[config.mk]
export PLATFORM = sky130hd
export DESIGN_NAME = rete_lut_sincronizzata
export DESIGN_NICKNAME = d
export VERILOG_FILES = /design/src/rtl/rete_lut_pkg.sv /design/src/rtl/rete_lut_mem.sv /design/src/rtl/rete_lut_sincronizzata.sv
export SDC_FILE = /design/constraint.sdc
export NUM_CORES = 1
export LEC_CHECK = 0
export BUFFER_PORTS_ARGS = -buffer_cell sky130_fd_sc_hd__buf_2
export CORE_ASPECT_RATIO = 0.9
export CORE_UTILIZATION = 57
export CTS_CLUSTER_DIAMETER = 100
export DETAILED_ROUTE_END_ITERATION = 16
export GPL_ROUTABILITY_DRIVEN = 0
export PLACE_DENSITY = 0.92
export SLEW_MARGIN = 20
export SYNTH_ARGS = -nofsm -noshare
export SYNTH_HDL_FRONTEND = slang
export SYNTH_HIERARCHICAL = 1
export SYNTH_SLANG_ARGS = --single-unit
[constraint.sdc]
create_clock -name clock -period 3.5 [get_ports clock]
set_input_delay 0.175 -clock clock [delete_from_list [all_inputs] [get_ports clock]]
set_output_delay 0.175 -clock clock [all_outputs]
set_load 0.01 [all_outputs]
[src/rtl/rete_lut_pkg.sv]
// Shared types and constants for the registered truth-table network.
package rete_lut_pkg;

  typedef enum logic {
    INIT = 1'b0,
    RUN  = 1'b1
  } state_t;

  localparam int unsigned N_IN_DEF  = 3;
  localparam int unsigned N_OUT_DEF = 2;

  function automatic int unsigned DEPTH(input int unsigned n);
    return 32'd1 << n;
  endfunction

endpackage

[src/rtl/rete_lut_mem.sv]
// DEPTH x N_OUT register table: one write port, registered lookup port and,
// with RETE_LUT_READBACK_EN, a second registered read port.
module rete_lut_mem
  import rete_lut_pkg::*;
#(
  parameter int unsigned N_IN  = N_IN_DEF,
  parameter int unsigned N_OUT = N_OUT_DEF
) (
  input  logic             clock,
  input  logic             reset,
  input  logic             we,
  input  logic [N_IN-1:0]  waddr,
  input  logic [N_OUT-1:0] wdata,
  input  logic             re,
  input  logic [N_IN-1:0]  raddr,
  output logic [N_OUT-1:0] rdata
`ifdef RETE_LUT_READBACK_EN
  ,
  input  logic             rb_clr,
  input  logic [N_IN-1:0]  rb_addr,
  output logic [N_OUT-1:0] rb_data
`endif
);

  localparam int unsigned TABLE_DEPTH = DEPTH(N_IN);

  logic [N_OUT-1:0] mem [TABLE_DEPTH];

  // Reads sample the pre-write contents, giving read-before-write on collision.
  always_ff @(posedge clock) begin
    if (we) begin
      mem[waddr] <= wdata;
    end
  end

  always_ff @(posedge clock) begin
    if (reset) begin
      rdata <= '0;
    end else if (re) begin
      rdata <= mem[raddr];
    end
  end

`ifdef RETE_LUT_READBACK_EN
  always_ff @(posedge clock) begin
    if (reset || rb_clr) begin
      rb_data <= '0;
    end else begin
      rb_data <= mem[rb_addr];
    end
  end
`endif

endmodule

[src/rtl/rete_lut_sincronizzata.sv]
// Programmable registered truth-table network with valid/ready lookup, write
// port and post-reset default sweep. Optional readback port: RETE_LUT_READBACK_EN.
module rete_lut_sincronizzata
  import rete_lut_pkg::*;
#(
  parameter int unsigned          N_IN        = N_IN_DEF,
  parameter int unsigned          N_OUT       = N_OUT_DEF,
  parameter logic [N_OUT-1:0]     DEFAULT_OUT = '0
) (
  input  logic             clock,
  input  logic             reset,
  input  logic [N_IN-1:0]  in_x,
  input  logic             in_valid,
  output logic             in_ready,
  output logic [N_OUT-1:0] out_z,
  output logic             out_valid,
  input  logic             out_ready,
  input  logic             wr_en,
  input  logic [N_IN-1:0]  wr_addr,
  input  logic [N_OUT-1:0] wr_data,
  output logic             wr_ready,
  output logic             busy
`ifdef RETE_LUT_READBACK_EN
  ,
  input  logic [N_IN-1:0]  rd_addr,
  output logic [N_OUT-1:0] rd_data
`endif
);

  localparam int unsigned   TABLE_DEPTH = DEPTH(N_IN);
  localparam logic [N_IN:0] SWEEP_LAST  = (N_IN + 1)'(TABLE_DEPTH - 1);

  state_t           state;
  logic [N_IN:0]    cnt;
  logic             accept;
  logic             mem_we;
  logic [N_IN-1:0]  mem_waddr;
  logic [N_OUT-1:0] mem_wdata;

  assign busy     = (state == INIT);
  assign wr_ready = (state == RUN);
  assign in_ready = (state == RUN) && (!out_valid || out_ready);
  assign accept   = in_valid && in_ready && !reset;

  // The sweep owns the write port during INIT; external writes only in RUN.
  always_comb begin
    mem_we    = 1'b0;
    mem_waddr = wr_addr;
    mem_wdata = wr_data;
    if (!reset) begin
      if (state == INIT) begin
        mem_we    = 1'b1;
        mem_waddr = cnt[N_IN-1:0];
        mem_wdata = DEFAULT_OUT;
      end else begin
        mem_we = wr_en;
      end
    end
  end

  always_ff @(posedge clock) begin
    if (reset) begin
      state     <= INIT;
      cnt       <= '0;
      out_valid <= 1'b0;
    end else begin
      case (state)
        INIT: begin
          cnt <= cnt + 1'b1;
          if (cnt == SWEEP_LAST) begin
            state <= RUN;
          end
        end
        RUN:     state <= RUN;
        default: state <= INIT;
      endcase
      if (accept) begin
        out_valid <= 1'b1;
      end else if (out_ready) begin
        out_valid <= 1'b0;
      end
    end
  end

  rete_lut_mem #(
    .N_IN  (N_IN),
    .N_OUT (N_OUT)
  ) u_mem (
    .clock   (clock),
    .reset   (reset),
    .we      (mem_we),
    .waddr   (mem_waddr),
    .wdata   (mem_wdata),
    .re      (accept),
    .raddr   (in_x),
    .rdata   (out_z)
`ifdef RETE_LUT_READBACK_EN
    ,
    .rb_clr  (state != RUN),
    .rb_addr (rd_addr),
    .rb_data (rd_data)
`endif
  );

endmodule

# Word-level counts from Yosys, hierarchy flattened
# Memories as Yosys holds them, arrays and structs flattened. A register that Yosys moved wholly into a read port is not among the register bits.
# Index checks and enable logic that the tools add are counted.
classes:
  add_sub_neg: 1
  eq_ne: 1
  mux: 12
  n_bitwise: 1
  reduce_logical: 7
op_table:
  columns: ["op", "count"]
  rows:
  - ["$mux W1", 7]
  - ["$mux W3", 2]
  - ["$add A4 B1 Y4 const B", 1]
  - ["$eq A4 B3 Y1 const B", 1]
  - ["$mux W2", 2]
  - ["$logic_and A1 B1 Y1", 3]
  - ["$logic_not A1 Y1", 2]
  - ["$pmux W1 S2", 1]
  - ["$reduce_bool A2 Y1", 1]
  - ["$logic_or A1 B1 Y1", 1]
  - ["$not A1 Y1", 1]
totals:
  regBits: 6
  ramBits: 16
  inputBits: 13
  memories: 1
mem_list:
  columns: ["name", "depth", "width", "rd", "rd_ports_with_merged_regs", "wr", "line", "source"]
  rows:
  - ["u_mem.mem", 8, 2, 1, 1, 1, "rete_lut_mem.sv:27", "logic [N_OUT-1:0] mem [TABLE_DEPTH];"]

# Depth between registers and ports, before layout
logic_depth:
  word_depth: 6
  depth_mapped: 5
  depth_no_buf: 5

# Cells and area by module
# Netlist, hierarchy kept.
modules_own_cells:
  columns: ["module", "instances", "cells_per_inst", "area_per_inst_um2", "seq_area_each_um2"]
  rows:
  - ["rete_lut_mem", 1, 46, 738.2, 520.5]
  - ["rete_lut_sincronizzata", 1, 36, 334.1, 120.1]

# Least setup slack after synthesis
# No wires, ideal clock.
synth_timing:
  path_type: "register to register"
  start: "register state (netlist: wr_ready)"
  end: "memory u_mem/mem[0][0] in the netlist's numbering, enable pin"
  arrival_ns: 1.349
  required_ns: 3.171
  slack_ns: 1.823
  stages_incl_launch_ff: 6
  cell_sequence: "dfxtp_1 -> buf_6 -> nor2_4 -> mux2_2 -> nand2b_1 -> nor3_1"
synth_via:
  elab_cells_between_ends: 6
  classes_between: "6 x mux"
synth_lines:
  columns: ["element", "line", "source"]
  rows:
  - ["start: declaration", "rete_lut_sincronizzata.sv:33", "state_t state;"]
  - ["start signal: assignment", "rete_lut_sincronizzata.sv:63", "state <= INIT;"]
  - ["start signal: assignment", "rete_lut_sincronizzata.sv:71", "state <= RUN;"]
  - ["start signal: assignment", "rete_lut_sincronizzata.sv:74", "RUN: state <= RUN;"]
  - ["$mux W3", "rete_lut_sincronizzata.sv:51", "if (state == INIT) begin"]
  - ["$mux W3", "rete_lut_sincronizzata.sv:50", "if (!reset) begin"]
  - ["named net mem_waddr[2]", "rete_lut_sincronizzata.sv:37", "logic [N_IN-1:0] mem_waddr;"]
  - ["end: declaration", "rete_lut_mem.sv:27", null]
# The timed path passes the listed nets, and every way through them passes these cells.

# Final worst setup path
layout_timing:
  start: "register state (netlist: wr_ready)"
  end: "memory u_mem/mem[0][1] in the netlist's numbering, enable pin"
# The elaborated chain is that of the path after synthesis.

==> run summary <==
PostCTS Resize Cnt = 0
worst path cell trace = nor2_4, mux2_2, nand2b_1, nor3_1
syn avg cell area = 13.1 µm²
Mapped Area = 1070 µm²
CTS tree = done
post-synthesis adder-cell area fraction = 1.17%
Setup-failing EPs final = 0
final hold vios = 0
setup repair bufs after CTS = 0
total number of vias = 660
Final ANT Viol Nets = 0
Post-Synth XOR/XNOR Area = 2.45%
ANT cells = 0
initial antenna violation count = 0
Routed WL per cell = 13.7 µm
Static Leak = 0.467 nW
area grow syn2layout = 10.9%
# DRC = 0
final setup TNS = 0 ns
hold bufs inserted after CTS = 0
crit end category = register
final wirelength = 1710 µm
root buffer cell = clkbuf_4
CP Max Fanout = 11
Crit path arrival time = 1.87 ns
post-synthesis simple-gate area fraction = 14.1%
drt pass-1 iters = 4
Final period util = 53.7%
Synth Net Count = 96
clk_skew = 0.00128 ns
Die ar. = 2060 µm²
CTS HTree Levels = 1
gr ovfl total = 0
RSZ-0062 raised after global routing = no
status = completed
# port buffers = 18
compound-cell area share of the yosys netlist = 2.92%
final setup margin = 1.62 ns
max_slew headroom = 66.5%
die height = 43.1 µm
CP startpoint kind = register
Core Area = 1720 µm²
CP max stage delay = 0.45 ns
initial drt markers = 12
Syn. warnings = 6
commonest non-fill, non-tap cell in the layout = buf_2
Hold Crit Class = in2reg
Final min period = 1.88 ns
most frequent cells in the layout = buf_2 (18), edfxtp_1 (16), nor2_1 (13), mux2i_1 (9), dfxtp_1 (8)
Final Util = 69.2%
Crit-path slowest cell = dfxtp_1
share of layout cells above drive strength 1 = 27.7%
Worst Path Class, Setup = reg2reg
GR Util All Layers = 20.9%
CTS sink cnt = 24
Synth cell types = 24
hpwl dp = 1330 µm
total CTS buffers = 3
power per cell area = 412 nW/µm²
Ports = 19
FP Rows = 14
Seq cells post-synth = 24
Via-to-Cell Ratio = 5.28
Clock transition at path regs = 0.12 ns
worst path required time = 3.49 ns
fmax = 532 MHz
post-synthesis sequential area ratio = 59.7%
# nets final = 116
worst-skew pair later-pin latency = 0.31 ns
post-synthesis cell count = 82
Slew Limit Fails = 0
Die W = 47.7 µm
multiplexer share of the synthesized area = 15.8%
worst slew pin tran = 0.501 ns
initial core utilization = 62.5%
largest net degree at the start of global routing = 14
vias in the first global route = 672
pre-CTS WS = 1.66 ns
first-pass GRT wire length = 2810 µm
main combinational cell family by area after synthesis = multiplexers
VDD IR max = 0.283 mV
Max clock buf depth = 2
total of max-cap violations = 0
cells by family after synthesis:
| group | Yosys count |
|---|---|
| DFF | 24 |
| buffers and inverters | 6 |
| AOI/OAI and AO/OA | 5 |
| muxes | 14 |
| adders and majority gates | 1 |
| xor gates and xnor gates | 3 |
| and+or+nand+nor | 29 |
where the power goes:
group,internal (W),switching (W),total [W],leakage (nW)
Combinational,0.0000244,0.0000270,0.0000514,0.239
Clock,0.0000418,0.0000783,0.000120,0.0154
Sequential,0.000312,0.00000581,0.000318,0.213
Total,0.000379,0.000111,0.000490,0.467
worst paths after layout:
kind         depth (start not counted)                        end  slack [ns]              startpoint
max                                  4  u_mem/mem[0][1]$_DFFE_PP_        1.62     wr_ready$_SDFF_PP0_
max reg2reg                          4  u_mem/mem[0][1]$_DFFE_PP_        1.62     wr_ready$_SDFF_PP0_
min reg2reg                          2     out_valid$_SDFFE_PP0P_        0.49  out_valid$_SDFFE_PP0P_
min                                  3     out_valid$_SDFFE_PP0P_        0.11                in_valid
cell type report:
class / instances / area, µm²
multi-input cells: 52 / 390
fillers: 137 / 528
inverters: 3 / 11.3
repair buffers: 18 / 90.1
clock buffers: 3 / 22.5
well taps: 24 / 30.0
flip-flops and latches: 24 / 641
clock inverters: 1 / 3.75
flip-flops by register name, summed over array words and instances, names as in the netlist:
| name | flops |
|---|---|
| out_valid | 1 |
| u_mem/mem | 16 |
| u_mem/rdata | 2 |
| cnt | 4 |
| wr_ready | 1 |
synthesized netlist by cell type:
library cell / n / area (µm²)
nand2_1: 3 / 11.3
xnor2_1: 2 / 17.5
nor3_1: 2 / 10.0
mux2_2: 3 / 33.8
edfxtp_1: 16 / 480
nand4b_1: 1 / 8.76
nor2_1: 13 / 48.8
mux2i_1: 9 / 90.1
nand2b_1: 4 / 25.0
dfxtp_1: 8 / 160
inv_1: 3 / 11.3
a21oi_1: 2 / 10.0
nor2b_1: 2 / 12.5
buf_6: 2 / 22.5
buf_4: 1 / 7.51
a211oi_1: 2 / 15.0
mux4_2: 2 / 45.0
and2_1: 1 / 6.26
ha_1: 1 / 12.5
nor2_4: 1 / 11.3
a31oi_1: 1 / 6.26
nor2b_2: 1 / 8.76
and3b_1: 1 / 8.76
xor2_1: 1 / 8.76
per-stage QoR:
stage | total power (W) | hold WS (ns) | std cells | area [µm²]
floorplan | 0.000361 | 0.248 | 82 | 1070
global placement | 0.000373 | 0.441 | 121 | 1160
CTS | 0.000495 | 0.0970 | 125 | 1190
finish | 0.000490 | 0.108 | 125 | 1190
global route | 0.000513 | 0.0978 | 125 | 1190
detailed placement | 0.000376 | 0.448 | 121 | 1160
layer usage:
layer,track usage [%],vias to the layer above,share of wire (%)
li1,-,328,-
met1,23.6,298,43
met2,33.5,27,48
met3,8.09,7,6.2
met4,10.0,0,3.1
met5,0,-,0
critical path: cells and delay by family, from the launching register on:
kind             cells  cell delay [ns]
DFF                  1             0.45
muxes                1             0.37
and+or+nand+nor      3             0.74
Power figures use the tool's default switching activity.
